==> src/rtl/comparator_seq.sv <==
// Sequential magnitude comparator: examines one DIGIT-wide slice per cycle,
// most-significant digit first, and stops at the first differing digit.
module comparator_seq #(
  parameter int unsigned WIDTH = 16,
  parameter int unsigned DIGIT = 4,
  parameter int unsigned CW    = 5
) (
  input  logic             clk,
  input  logic             rst_n,
  input  logic             start,
  input  logic [WIDTH-1:0] a,
  input  logic [WIDTH-1:0] b,
  input  logic             signed_mode,
  output logic             busy,
  output logic             done,
  output logic             less,
  output logic             equal,
  output logic             greater,
  output logic [CW-1:0]    cycles
);

  localparam int unsigned NDIG = WIDTH / DIGIT;
  localparam int unsigned IW   = (NDIG > 1) ? $clog2(NDIG) : 1;
  localparam logic [IW-1:0] LastIdx = IW'(NDIG - 1);

  typedef enum logic [1:0] {StIdle, StRun, StDone} state_e;

  state_e           r_state, w_state_d;
  logic [WIDTH-1:0] r_a, r_b, w_a_d, w_b_d;
  logic [IW-1:0]    r_idx, w_idx_d;
  logic             r_less, r_equal, r_greater;
  logic             w_less_d, w_equal_d, w_greater_d;
  logic [CW-1:0]    r_cycles, w_cycles_d;
  logic [WIDTH-1:0] w_sign_flip;
  logic [DIGIT-1:0] w_dig_a, w_dig_b;

  // Inverting the operand sign bits turns a two's-complement compare into an
  // unsigned one, so the digit datapath never needs to know the mode.
  assign w_sign_flip = WIDTH'(signed_mode) << (WIDTH - 1);

  // Operands shift left as digits match, so the digit under test is always on top.
  assign w_dig_a = r_a[WIDTH-1 -: DIGIT];
  assign w_dig_b = r_b[WIDTH-1 -: DIGIT];

  // Next-state and result update logic.
  always_comb begin
    w_state_d   = r_state;
    w_a_d       = r_a;
    w_b_d       = r_b;
    w_idx_d     = r_idx;
    w_less_d    = r_less;
    w_equal_d   = r_equal;
    w_greater_d = r_greater;
    w_cycles_d  = r_cycles;
    unique case (r_state)
      StIdle: begin
        if (start) begin
          w_a_d       = a ^ w_sign_flip;
          w_b_d       = b ^ w_sign_flip;
          w_idx_d     = '0;
          w_less_d    = 1'b0;
          w_equal_d   = 1'b0;
          w_greater_d = 1'b0;
          w_cycles_d  = '0;
          w_state_d   = StRun;
        end
      end
      StRun: begin
        if (w_dig_a != w_dig_b) begin
          w_less_d    = (w_dig_a < w_dig_b);
          w_greater_d = (w_dig_a > w_dig_b);
          w_cycles_d  = CW'(r_idx) + CW'(1);
          w_state_d   = StDone;
        end else if (r_idx == LastIdx) begin
          w_equal_d  = 1'b1;
          w_cycles_d = CW'(NDIG);
          w_state_d  = StDone;
        end else begin
          w_idx_d = r_idx + IW'(1);
          w_a_d   = r_a << DIGIT;
          w_b_d   = r_b << DIGIT;
        end
      end
      StDone: w_state_d = StIdle;
      default: w_state_d = StIdle;
    endcase
  end

  // State and result registers with synchronous active-low reset.
  always_ff @(posedge clk) begin
    if (!rst_n) begin
      r_state   <= StIdle;
      r_a       <= '0;
      r_b       <= '0;
      r_idx     <= '0;
      r_less    <= 1'b0;
      r_equal   <= 1'b0;
      r_greater <= 1'b0;
      r_cycles  <= '0;
    end else begin
      r_state   <= w_state_d;
      r_a       <= w_a_d;
      r_b       <= w_b_d;
      r_idx     <= w_idx_d;
      r_less    <= w_less_d;
      r_equal   <= w_equal_d;
      r_greater <= w_greater_d;
      r_cycles  <= w_cycles_d;
    end
  end

  assign busy    = (r_state != StIdle);
  assign done    = (r_state == StDone);
  assign less    = r_less;
  assign equal   = r_equal;
  assign greater = r_greater;
  assign cycles  = r_cycles;

endmodule

==> config.mk <==
export PLATFORM = sky130hd
export DESIGN_NAME = comparator_seq
export DESIGN_NICKNAME = d
export VERILOG_FILES = /design/src/rtl/comparator_seq.sv
export SDC_FILE = /design/constraint.sdc
export NUM_CORES = 1
export LEC_CHECK = 0
export BUFFER_PORTS_ARGS = -buffer_cell sky130_fd_sc_hd__clkbuf_2
export CORE_ASPECT_RATIO = 1.4
export CORE_MARGIN = 1.5
export CORE_UTILIZATION = 45
export CTS_CLUSTER_DIAMETER = 60
export DETAILED_ROUTE_END_ITERATION = 10
export GPL_ROUTABILITY_DRIVEN = 0
export HOLD_SLACK_MARGIN = 0.02
export PLACE_DENSITY = 0.72
export SYNTH_ARGS = -nofsm -noshare
export SYNTH_HDL_FRONTEND = slang
export SYNTH_SLANG_ARGS = --single-unit
==> constraint.sdc <==
create_clock -name clk -period 1.7 [get_ports clk]
set_input_delay 0.255 -clock clk [delete_from_list [all_inputs] [get_ports clk]]
set_output_delay 0.255 -clock clk [all_outputs]
set_load 0.02 [all_outputs]
Word level (Yosys, flattened, before mapping)
Index checks and enable logic that the tools add are counted.
{"block": "totals", "register_bits": 44, "input_bits": 36, "out_inout_bits": 10, "elab_cells": 60}
{"block": "classes", "add_sub_neg": 2, "magnitude_cmp": 2, "eq_ne": 10, "mux": 28, "bitwise_logic": 2, "reduce_logical": 8}
{"operator": "$mux 16", "n": 6}
{"operator": "$pmux 16 s2", "n": 2}
{"operator": "$xor 16x16->16", "n": 2}
{"operator": "$mux 5", "n": 3}
{"operator": "$mux 2", "n": 6}
{"operator": "$ne 2x2->1 const B", "n": 5}
{"operator": "$pmux 5 s2", "n": 1}
{"operator": "$pmux 2 s2", "n": 2}
{"operator": "$reduce_and 4->1", "n": 2}
{"operator": "$pmux 1 s2", "n": 3}
{"operator": "$reduce_and 3->1", "n": 2}
{"operator": "$mux 1", "n": 5}
{"operator": "$eq 2x2->1 const B", "n": 2}
{"operator": "$gt 4x4->1", "n": 1}
{"operator": "$lt 4x4->1", "n": 1}
{"operator": "$ne 4x4->1", "n": 1}
{"operator": "$reduce_bool 2->1", "n": 2}
{"operator": "$add 2x1->3 const B", "n": 1}
{"operator": "$ne 3x3->1 const B", "n": 1}
{"operator": "$add 2x1->2 const B", "n": 1}
{"operator": "$eq 2x1->1 const B", "n": 1}
{"operator": "$logic_not 2->1", "n": 1}
{"operator": "$reduce_and 2->1", "n": 1}

Longest topological paths before layout
Gate-level depths: netlist of the first run.
{"block": "logic_depth", "depth_word": 4, "mapped_depth": 7, "ltp_nobuf": 6}

Worst setup path after synthesis of the first run
OpenSTA, ideal clock, no wires.
{"block": "synth_timing", "path_kind": "register to register", "start": "register r_b[15]", "end": "register r_idx[0]", "setup_time_ps": 128, "arrival_ps": 1708, "required_ps": 1572, "slack_ps": -136, "path_stages_with_launch": 8, "n_path_buf": 1, "period_less_slack_ps": 1836, "path_cell_list": "dfxtp_1 -> inv_1 -> ha_1 -> nand4_1 -> a221oi_4 -> buf_2 -> mux2i_1 -> nor2_1"}
{"block": "synth_between", "elab_chain_cells": 3}
{"item": "from (decl)", "line_no": "29", "rtl": "logic [WIDTH-1:0] r_a, r_b, w_a_d, w_b_d;"}
{"item": "from (signal assigned)", "line_no": "103", "rtl": "r_b <= w_b_d;"}
{"item": "$ne 4x4->1", "line_no": "69", "rtl": "if (w_dig_a != w_dig_b) begin"}
{"item": "$ne 2x2->1 (no line)"}
{"item": "$reduce_and 4->1 (no line)"}
{"item": "to (signal assigned)", "line_no": "104", "rtl": "r_idx <= w_idx_d;"}
{"item": "to (decl)", "line_no": "30", "rtl": "logic [IW-1:0] r_idx, w_idx_d;"}
No other way between the ends.
A chain may end at the register's enable or synchronous reset.

Worst setup path in the final report of the first run
{"block": "layout_timing", "start": "register r_b[13]", "end": "register r_a[14]"}
{"block": "layout_between", "elab_chain_cells": 3}
{"item": "$ne 4x4->1", "line_no": "69"}
{"item": "$ne 2x2->1 (no line)"}
{"item": "$reduce_and 4->1 (no line)"}
{"item": "to (signal assigned)", "line_no": "102", "rtl": "r_a <= w_a_d;"}
{"item": "to (decl)", "line_no": "29"}
No other way between the ends.

==> results of run 1 <==
cell type report:
cell class,instances,share of cell area
clock buffer,6,0.0327
tap,43,0.0213
multi-input combinational,157,0.393
sequential,42,0.335
timing repair buffer,75,0.208
inverter,7,0.0104
per-stage QoR:
stage / cell area, µm² / setup WS, ps / power, W / utilization
2_1_floorplan: 1920 / -74.5 / 0.00295 / -
3_3_place_gp: 2230 / -76.6 / 0.00348 / 0.570
3_5_place_dp: 2230 / -152 / 0.00352 / 0.570
4_1_cts: 2450 / -96.3 / 0.00460 / 0.626
5_1_grt: 2530 / -321 / 0.00525 / 0.645
6_report: 2530 / -223 / 0.00487 / 0.645
logic make-up (layout without fill, tap and decap cells):
logic type | after synthesis | in the layout | share of synthesized area
mux | 1 | 1 | 0.00542
compound gates | 47 | 47 | 0.214
other cells | 1 | 2 | 0.00203
flops | 42 | 42 | 0.455
buf+inv | 24 | 88 | 0.0589
simple gates | 100 | 100 | 0.221
fa+ha+maj | 5 | 5 | 0.0339
xor+xnor | 2 | 2 | 0.00949
how the worst min path moves through the flow:
stage	from	to	slack, ps	cells past startpoint
finish	a[0]	r_a[0]	170	2
global route	b[1]	r_b[1]	170	2
CTS	a[1]	r_a[1]	170	2
detailed placement	cycles[0]	cycles[0]	450	2
global placement	r_idx[1]	r_idx[1]	450	2
floorplan	a[0]	r_a[0]	380	1
cells in the mapped netlist, drive strengths merged (2+ instances only):
cell type / n / area [µm²]
nor2: 31 / 116
nand2b: 3 / 18.8
inv: 7 / 26.3
a22o: 8 / 70.1
ha: 5 / 62.6
a21oi: 3 / 15.0
nor2b: 2 / 12.5
xnor2: 2 / 17.5
o21ai: 5 / 25.0
a311oi: 22 / 193
clkbuf: 10 / 37.5
dfxtp: 42 / 841
nand2: 55 / 206
nand3: 3 / 15.0
o2111ai: 2 / 17.5
nand4: 3 / 18.8
o31ai: 2 / 15.0
buf: 7 / 45.0
worst reg2reg max path: stages, from the launching register on:
cell and delay (ps):
sky130_fd_sc_hd__dfxtp_2 340, sky130_fd_sc_hd__inv_2 40, sky130_fd_sc_hd__ha_4 250, sky130_fd_sc_hd__nand4_1 190
sky130_fd_sc_hd__a221oi_4 440, sky130_fd_sc_hd__buf_6 170, sky130_fd_sc_hd__buf_6 120, sky130_fd_sc_hd__nor2_2 40
sky130_fd_sc_hd__a311oi_2 240
power by group through the flow:
stage	Sequential [W]	Clock [W]	Combinational [W]
global placement	0.00156	0	0.00192
global route	0.00162	0.000681	0.00295
detailed placement	0.00158	0	0.00194
CTS	0.00156	0.000630	0.00240
floorplan	0.00157	0	0.00138
finish	0.00158	0.000629	0.00266
layer usage:
| layer | GRT usage | vias to the layer above | share of wire |
|---|---|---|---|
| met5 | 0 | - | 0 |
| met4 | 0.0744 | 0 | 0.012 |
| met2 | 0.376 | 46 | 0.53 |
| met1 | 0.249 | 815 | 0.42 |
| met3 | 0.0423 | 7 | 0.043 |
| li1 | - | 906 | - |
registers in the layout, indices dropped and copies added (netlist names):
register / cells
r_state: 2
r_idx: 2
greater: 1
cycles: 3
r_a: 16
equal: 1
r_b: 16
less: 1
what timing repair did:
action	in CTS	in global routing
gates resized for setup	18	17
cloned	6	0
setup buffers	6	3
hold endpoints to repair	0	0
pin swaps	9	16
setup endpoints to repair	33	39
==> results.json, run 1 <==
{
  "status": "finished, violations left",
  "failed_checks": "negative setup slack",
  "ys_async_sr_fraction": 0,
  "path_depth": 8,
  "synth-edff-count": 0,
  "count_of_vias_placed_by_the_detailed_router": 1774,
  "clk-insertion-delay-late_ps": 290,
  "area_growth_pct": 36.9,
  "final-hold-violation-count": 0,
  "mostFrequentLayoutCells": "sky130_fd_sc_hd__nand2_1, sky130_fd_sc_hd__clkbuf_2, sky130_fd_sc_hd__dfxtp_1",
  "multi_input_comb_area_um2": 993,
  "grt_use_total": 0.212,
  "timing_worst_slew_pin_value_ps": 521,
  "routed_wl_mm": 4.49,
  "numCtsBuffers": 5,
  "port-buffer-count": 43,
  "setup.worst_path.class": "flip-flop to flip-flop",
  "post_synth_instance_area_um2": 1850,
  "ant_nets": 0,
  "cp_num_buf_inv": 3,
  "clock_slew_at_reported_path_ffs_ps": 80,
  "r2r_slack_ps": -220,
  "die_x_um": 57.1,
  "critPathRequiredTime_ps": 1900,
  "crit_family": "compound AO/OA/AOI/OAI gates",
  "clock-sinks": 42,
  "slowest_delay_ps": 440,
  "finalNonFillerCells": 330,
  "fin_skew_ps": 4.76,
  "cts_hold_buffers": 0,
  "p_int_w": 0.00299,
  "initial_cell_density_of_the_core": 0.471,
  "max-vdd-ir-drop_v": 0.00133,
  "post-route-drc-count": 0,
  "fillCellCount": 341,
  "setup_tns_ps": -5350,
  "clk_path_buf_depth": 2,
  "gr-total-overflow": 0,
  "cp_slowest_cell": "sky130_fd_sc_hd__a221oi_4",
  "seq_area_frac_synth": 0.455,
  "worstRegToRegCells": 8,
  "postLayoutSetupSlackWorst_ps": -223,
  "post-route-min-period_ps": 1920,
  "floorplan.die_area_um2": 4500,
  "worst-endpoint-arrival_ps": 2130,
  "antenna_violations_before_repair": 0,
  "floorplan.io_pins": 46,
  "route.detailed.wl_per_inst_um": 13.6,
  "cts_max_level": 2,
  "postSynthRegisterBits": 42,
  "dp_cells": 309,
  "finalCritPeriodShare": 1.13,
  "critPathLaunchType": "flip-flop",
  "synthFlopType": "sky130_fd_sc_hd__dfxtp_1",
  "worst_setup_path_end_kind": "flip-flop",
  "power.share.switching": 0.386,
  "tritoncts": "done",
  "sequentialPowerShare": 0.324,
  "timing.critical_path.from": "r_b[13]",
  "timing.max_cap.violations": 0,
  "yosys_warnings": 0,
  "path_cells": "inv_2, ha_4, nand4_1, a221oi_4, buf_6, buf_6, nor2_2, a311oi_2",
  "static-leakage-power_nw": 1.11,
  "finalHoldWorstSlack_ps": 170,
  "hp-class": "input pin to flip-flop",
  "achievable-frequency_mhz": 520,
  "relative_slew_slack": 0.651,
  "timing.rr.end": "r_a[14]",
  "grt_pass1_vias": 1657,
  "rows": 27,
  "power-per-cell-area_nw_per_um2": 1930,
  "grt_start_max_net_pins": 29,
  "setup_repair_after_global_routing_missed_its_margin": "true",
  "layout_commonest_cell": "sky130_fd_sc_hd__nand2_1",
  "crit_fanout": 6,
  "setup_violations": 35,
  "fraction_of_power_consumed_by_the_clock_network": 0.129,
  "finish.net_count": 329,
  "most_used_cell_cp": "sky130_fd_sc_hd__buf_6",
  "power.share.combinational": 0.546,
  "avgViaCountPerCell": 5.38,
  "post_synth_inst_count": 222,
  "dp_hpwl_mm": 2.95,
  "grt_first_pass_wirelength_mm": 7.45,
  "endpoint": "r_a[14]",
  "drive_gt1_frac": 0.355,
  "syn_avg_cell_area_um2": 8.32,
  "initialDrtViolationCount": 51,
  "fp.dieH_um": 78.8,
  "yosysUniqueCellTypes": 29,
  "detail_route.first_pass.iterations": 4,
  "layout.area.seq_um2": 846,
  "diodes": 0,
  "r2r_start": "r_b[13]",
  "netSwitchingPower_w": 0.00188,
  "clk_root_buffer_cell": "sky130_fd_sc_hd__clkbuf_8",
  "timing.final.max_slew_violations": 0,
  "coreArea_um2": 3920
}
Power figures use the tool's default switching activity.
==> inputs of run 2 (changes only) <==
--- a/config.mk
+++ b/config.mk
@@ -8,12 +8,11 @@
 export BUFFER_PORTS_ARGS = -buffer_cell sky130_fd_sc_hd__clkbuf_2
 export CORE_ASPECT_RATIO = 1.4
 export CORE_MARGIN = 1.5
-export CORE_UTILIZATION = 45
+export CORE_UTILIZATION = 30
 export CTS_CLUSTER_DIAMETER = 60
 export DETAILED_ROUTE_END_ITERATION = 10
 export GPL_ROUTABILITY_DRIVEN = 0
 export HOLD_SLACK_MARGIN = 0.02
-export PLACE_DENSITY = 0.72
 export SYNTH_ARGS = -nofsm -noshare
 export SYNTH_HDL_FRONTEND = slang
 export SYNTH_SLANG_ARGS = --single-unit
==> constraint.sdc (replaced) <==
create_clock -name clk -period 1.94 [get_ports clk]
set_input_delay 0.291 -clock clk [delete_from_list [all_inputs] [get_ports clk]]
set_output_delay 0.291 -clock clk [all_outputs]
set_load 0.02 [all_outputs]
==> run 2 against run 1 <==
  * The run now ends clean
  * Hold slack better by 41 ps
  * Combinational power is 38% lower
  * Routed wire length shrank 6.4%
  * Final area shrank 9.1%
  * Clock skew is 3.6 ps higher
  * Sequential cell count stayed put
  * Largest power group unchanged
  * Highest routed layer unchanged
==> results.json, run 2 (synthesis gave the netlist of run 1 again) <==
{
  "setup_violations": 0,
  "grt.met1_usage": 0.150,
  "clk_root_buffer_cell": "sky130_fd_sc_hd__clkbuf_8",
  "critPathLaunchType": "flip-flop",
  "slowest_delay_ps": 330,
  "numCtsBuffers": 5,
  "floorplan.io_pins": 46,
  "clk-insertion-delay-late_ps": 290,
  "avgViaCountPerCell": 4.84,
  "grt_first_pass_wirelength_mm": 6.66,
  "count_of_vias_placed_by_the_detailed_router": 1646,
  "timing_worst_slew_pin_value_ps": 545,
  "antenna_violations_before_repair": 0,
  "initial_cell_density_of_the_core": 0.313,
  "route.detailed.wl_per_inst_um": 12.4,
  "die_x_um": 69.3,
  "mostFrequentLayoutCells": "sky130_fd_sc_hd__nand2_1, sky130_fd_sc_hd__clkbuf_2, sky130_fd_sc_hd__dfxtp_1",
  "clk_path_buf_depth": 2,
  "max-vdd-ir-drop_v": 0.000589,
  "area_growth_pct": 24.4,
  "port-buffer-count": 43,
  "worst_setup_path_end_kind": "flip-flop",
  "clock-sinks": 42,
  "relative_slew_slack": 0.635,
  "grt_start_max_net_pins": 29,
  "finalHoldWorstSlack_ps": 210,
  "dp_hpwl_mm": 2.98,
  "most_used_cell_cp": "sky130_fd_sc_hd__buf_6",
  "finish.net_count": 310,
  "gr-usage-met2": 0.217,
  "final-hold-violation-count": 0,
  "drive_gt1_frac": 0.248,
  "timing.final.max_slew_violations": 0,
  "fp.dieH_um": 95.8,
  "cp_slowest_cell": "sky130_fd_sc_hd__dfxtp_1",
  "layout_commonest_cell": "sky130_fd_sc_hd__nand2_1",
  "finalCritPeriodShare": 0.953,
  "setup.worst_path.class": "flip-flop to flip-flop",
  "critPathRequiredTime_ps": 2130,
  "crit_family": "compound AO/OA/AOI/OAI gates",
  "place_area_um2": 2150,
  "gr-total-overflow": 0,
  "worst-endpoint-arrival_ps": 2040,
  "r2r_slack_ps": 90,
  "cts_hold_buffers": 0,
  "floorplan.die_area_um2": 6640,
  "path_cells": "inv_1, ha_1, nand4_1, a221oi_4, buf_6, buf_6, nor2_1, a311oi_1",
  "post-route-drc-count": 0,
  "ant_nets": 0,
  "clock_slew_at_reported_path_ffs_ps": 80,
  "rows": 33,
  "static-leakage-power_nw": 0.998,
  "gr-max-usage-layer": "met2",
  "post-route-min-period_ps": 1850,
  "initialDrtViolationCount": 22,
  "routed_wl_mm": 4.20,
  "coreArea_um2": 5900,
  "detail_route.first_pass.iterations": 4,
  "grt_use_total": 0.126,
  "power_w": 0.00358,
  "status": "finished, final reports clean",
  "grt_pass1_vias": 1441,
  "cp_num_buf_inv": 3,
  "use_met3": 0.0366,
  "cts_max_level": 2,
  "final_non_filler_cell_area_um2": 2300,
  "achievable-frequency_mhz": 541,
  "power-per-cell-area_nw_per_um2": 1560,
  "diodes": 0,
  "fin_skew_ps": 8.35,
  "tritoncts": "done",
  "hp-class": "input pin to flip-flop",
  "finish.utilization": 0.389,
  "timing.max_cap.violations": 0,
  "crit_fanout": 11
}
run 2: cell count changes in the layout (fill, tap and decap cells not counted), moves of 4 or more:
| cell | before | now |
|---|---|---|
| sky130_fd_sc_hd__dfxtp_2 | 4 | 0 |
| sky130_fd_sc_hd__nor2_1 | 26 | 30 |
| sky130_fd_sc_hd__inv_1 | 3 | 7 |
| sky130_fd_sc_hd__inv_2 | 4 | 0 |
| sky130_fd_sc_hd__buf_6 | 12 | 4 |
| sky130_fd_sc_hd__dfxtp_1 | 38 | 42 |
| sky130_fd_sc_hd__buf_4 | 18 | 7 |
run 2: path summary, 6_finish.rpt:
kind	startpoint	to	cells after the start
worst max register to register	r_b[13]	r_a[9]	8
worst min-delay path	a[1]	r_a[1]	2
worst max-delay path	r_b[13]	r_a[9]	8
worst min register to register	r_a[7]	r_a[11]	2
run 2: what timing repair did:
| item | in CTS | in global routing |
|---|---|---|
| setup endpoints to repair | 11 | 33 |
| buffers inserted | 0 | 1 |
| gates resized for setup | 0 | 7 |
| pin swaps | 0 | 7 |
| gates cloned | 0 | 2 |
run 2: cell type report:
class                      count  area (µm²)
timing repair buffer          56         323
tap                           70        87.6
clock buffer                   7        86.3
multi-input combinational    157         928
sequential                    42         841
fill                         637        3610
clock inverter                 1        5.00
inverter                       7        26.3
run 2: where the power goes:
group	switching (W)	internal [W]	total, W
logic	0.000945	0.000712	0.00166
registers	0.000184	0.00117	0.00135
clock network	0.000285	0.000287	0.000572
total	0.00141	0.00217	0.00358
run 2: through the flow:
step	setup slack, ps	TNS [ps]	cells
floorplan	104	0	223
global placement	81.0	0	329
detailed placement	-5.04	-5.04	329
CTS	-22.9	-91.6	337
global route	-19.3	-82.4	340
finish	92.0	0	340
run 2: layer usage:
layer,part of all wire,up-vias,routed length (µm)
li1,-,872,-
met4,0.015,0,63
met3,0.054,6,229
met2,0.49,40,2040
met5,0,-,0
met1,0.44,728,1870
==> inputs of run 3 (changes only) <==
--- a/config.mk
+++ b/config.mk
@@ -7,8 +7,7 @@
 export LEC_CHECK = 0
 export BUFFER_PORTS_ARGS = -buffer_cell sky130_fd_sc_hd__clkbuf_2
 export CORE_ASPECT_RATIO = 1.4
-export CORE_MARGIN = 1.5
-export CORE_UTILIZATION = 30
+export CORE_UTILIZATION = 34
 export CTS_CLUSTER_DIAMETER = 60
 export DETAILED_ROUTE_END_ITERATION = 10
 export GPL_ROUTABILITY_DRIVEN = 0
==> run 3 against run 2 <==
  * Count of clock-buffer cells in the layout did not move
  * Global-route usage rose by 3.5 points
  * Largest cell class unchanged
  * Critical path depth rose by 1
  * Sequential share of layout area fell by 1.5 points
  * Largest power group unchanged
  * Combinational power rose by 17%
  * Critical endpoint is now r_b[7]
  * Cell count rose by 1.2%
  * Clock power barely moved
  * Non-clock buffer count rose by 8
  * First-iteration DRC count rose to 3.1 times the previous value
  * Register-to-register slack got worse by 40 ps
  * Die area fell by 14%
  * Setup slack got worse by 42 ps
==> results.json, run 3 (synthesis gave the netlist of run 1 again) <==
{
  "layout_commonest_cell": "sky130_fd_sc_hd__nand2_1",
  "setup.worst_path.class": "flip-flop to flip-flop",
  "drive_gt1_frac": 0.302,
  "max-vdd-ir-drop_v": 0.000668,
  "rows": 31,
  "worst-endpoint-arrival_ps": 2090,
  "port-buffer-count": 43,
  "detail_route.first_pass.iterations": 4,
  "antenna_violations_before_repair": 0,
  "worstRegToRegCells": 9,
  "timing.critical_path.from": "r_b[14]",
  "clk_root_buffer_cell": "sky130_fd_sc_hd__clkbuf_8",
  "mostFrequentLayoutCells": "sky130_fd_sc_hd__nand2_1, sky130_fd_sc_hd__clkbuf_2, sky130_fd_sc_hd__dfxtp_1",
  "fin_skew_ps": 4.48,
  "count_of_vias_placed_by_the_detailed_router": 1711,
  "timing.final.max_slew_violations": 0,
  "status": "finished, final reports clean",
  "crit_fanout": 5,
  "diodes": 0,
  "initialDrtViolationCount": 69,
  "clock_slew_at_reported_path_ffs_ps": 80,
  "setup_violations": 0,
  "timing.max_cap.violations": 0,
  "critPathRequiredTime_ps": 2140,
  "r2r_start": "r_b[14]",
  "relative_slew_slack": 0.647,
  "hp-class": "input pin to flip-flop",
  "final-hold-violation-count": 0,
  "preCtsSetupSlack_ps": -83.7,
  "avgViaCountPerCell": 4.97,
  "numCtsBuffers": 5,
  "grt_use_total": 0.161,
  "achievable-frequency_mhz": 529,
  "timing.rr.end": "r_b[7]",
  "tritoncts": "done",
  "ant_nets": 0,
  "clk_path_buf_depth": 2,
  "finalCritPeriodShare": 0.974,
  "coreArea_um2": 5200,
  "finish.net_count": 318,
  "floorplan.die_area_um2": 5730,
  "place_area_um2": 2150,
  "fillCellCount": 566,
  "power_w": 0.00389,
  "route.detailed.wl_per_inst_um": 12.6,
  "dp_hpwl_mm": 2.90,
  "fp.dieH_um": 89.2,
  "worst_setup_path_end_kind": "flip-flop",
  "clk-insertion-delay-late_ps": 290,
  "routed_wl_mm": 4.34,
  "power-per-cell-area_nw_per_um2": 1620,
  "initial_cell_density_of_the_core": 0.355,
  "area_growth_pct": 30.2,
  "cts_max_level": 2,
  "dp_cells": 324,
  "r2r_slack_ps": 50,
  "endpoint": "r_b[7]",
  "timing_worst_slew_pin_value_ps": 527,
  "post-route-min-period_ps": 1890,
  "finalNonFillerCells": 344,
  "critPathLaunchType": "flip-flop",
  "setup_tns_ps": 0,
  "grt_pass1_vias": 1591,
  "static-leakage-power_nw": 1.05,
  "clock-sinks": 42,
  "grt_start_max_net_pins": 30,
  "final_non_filler_cell_area_um2": 2400,
  "postLayoutSetupSlackWorst_ps": 50.3,
  "grt_first_pass_wirelength_mm": 7.15,
  "post-route-drc-count": 0,
  "die_x_um": 64.3,
  "gr-total-overflow": 0,
  "floorplan.io_pins": 46
}
run 3: cell type report:
type	instances	area, µm²	area share
Clock inverter	1	5.00	0.00208
Multi-Input combinational cell	157	961	0.400
Inverter	7	26.3	0.0109
Tap cell	66	82.6	0.0343
Clock buffer	7	86.3	0.0359
Sequential cell	42	845	0.351
Timing Repair Buffer	64	399	0.166
run 3: stage by stage:
step	hold WS, ps	util
global placement	450	0.413
detailed placement	458	0.413
CTS	198	0.441
floorplan	417	-
finish	202	0.463
global route	197	0.463
run 3: what timing repair did:
item,in CTS,in global routing
gates cloned,1,3
buffers inserted,5,4
hold buffers,0,0
gates resized for setup,3,17
setup endpoints to repair,20,33
pin swaps,2,9
run 3: per-layer routing:
layer,wire (µm),share of wire,track usage
met5,0,0,0
met3,161,0.037,0.0306
met4,58,0.013,0.0566
met1,1910,0.44,0.195
met2,2210,0.51,0.285
run 3: power breakdown:
| part | total [W] | switching (W) | internal [W] |
|---|---|---|---|
| sequential | 0.00137 | 0.000199 | 0.00118 |
| combinational | 0.00194 | 0.00103 | 0.000909 |
| clock | 0.000573 | 0.000286 | 0.000287 |
| total | 0.00389 | 0.00152 | 0.00237 |
run 3: how the worst min path moves through the flow:
stage | from | end | slack (ps) | cells past startpoint
2_1_floorplan | a[0] | r_a[0] | 420 | 1
3_3_place_gp | r_idx[1] | r_idx[1] | 450 | 2
3_5_place_dp | cycles[0] | cycles[0] | 460 | 2
4_1_cts | a[0] | r_a[0] | 200 | 2
5_1_grt | a[3] | r_a[3] | 200 | 2
6_report | a[0] | r_a[0] | 200 | 2
run 3: critical path, cell delays in order, from the launching register on:
cell,delay (ps)
sky130_fd_sc_hd__dfxtp_2,350
sky130_fd_sc_hd__inv_2,50
sky130_fd_sc_hd__ha_4,260
sky130_fd_sc_hd__nand4_1,180
sky130_fd_sc_hd__a221oi_4,370
sky130_fd_sc_hd__buf_6,150
sky130_fd_sc_hd__buf_6,120
sky130_fd_sc_hd__buf_4,110
sky130_fd_sc_hd__nor2_1,30
sky130_fd_sc_hd__a311oi_1,190
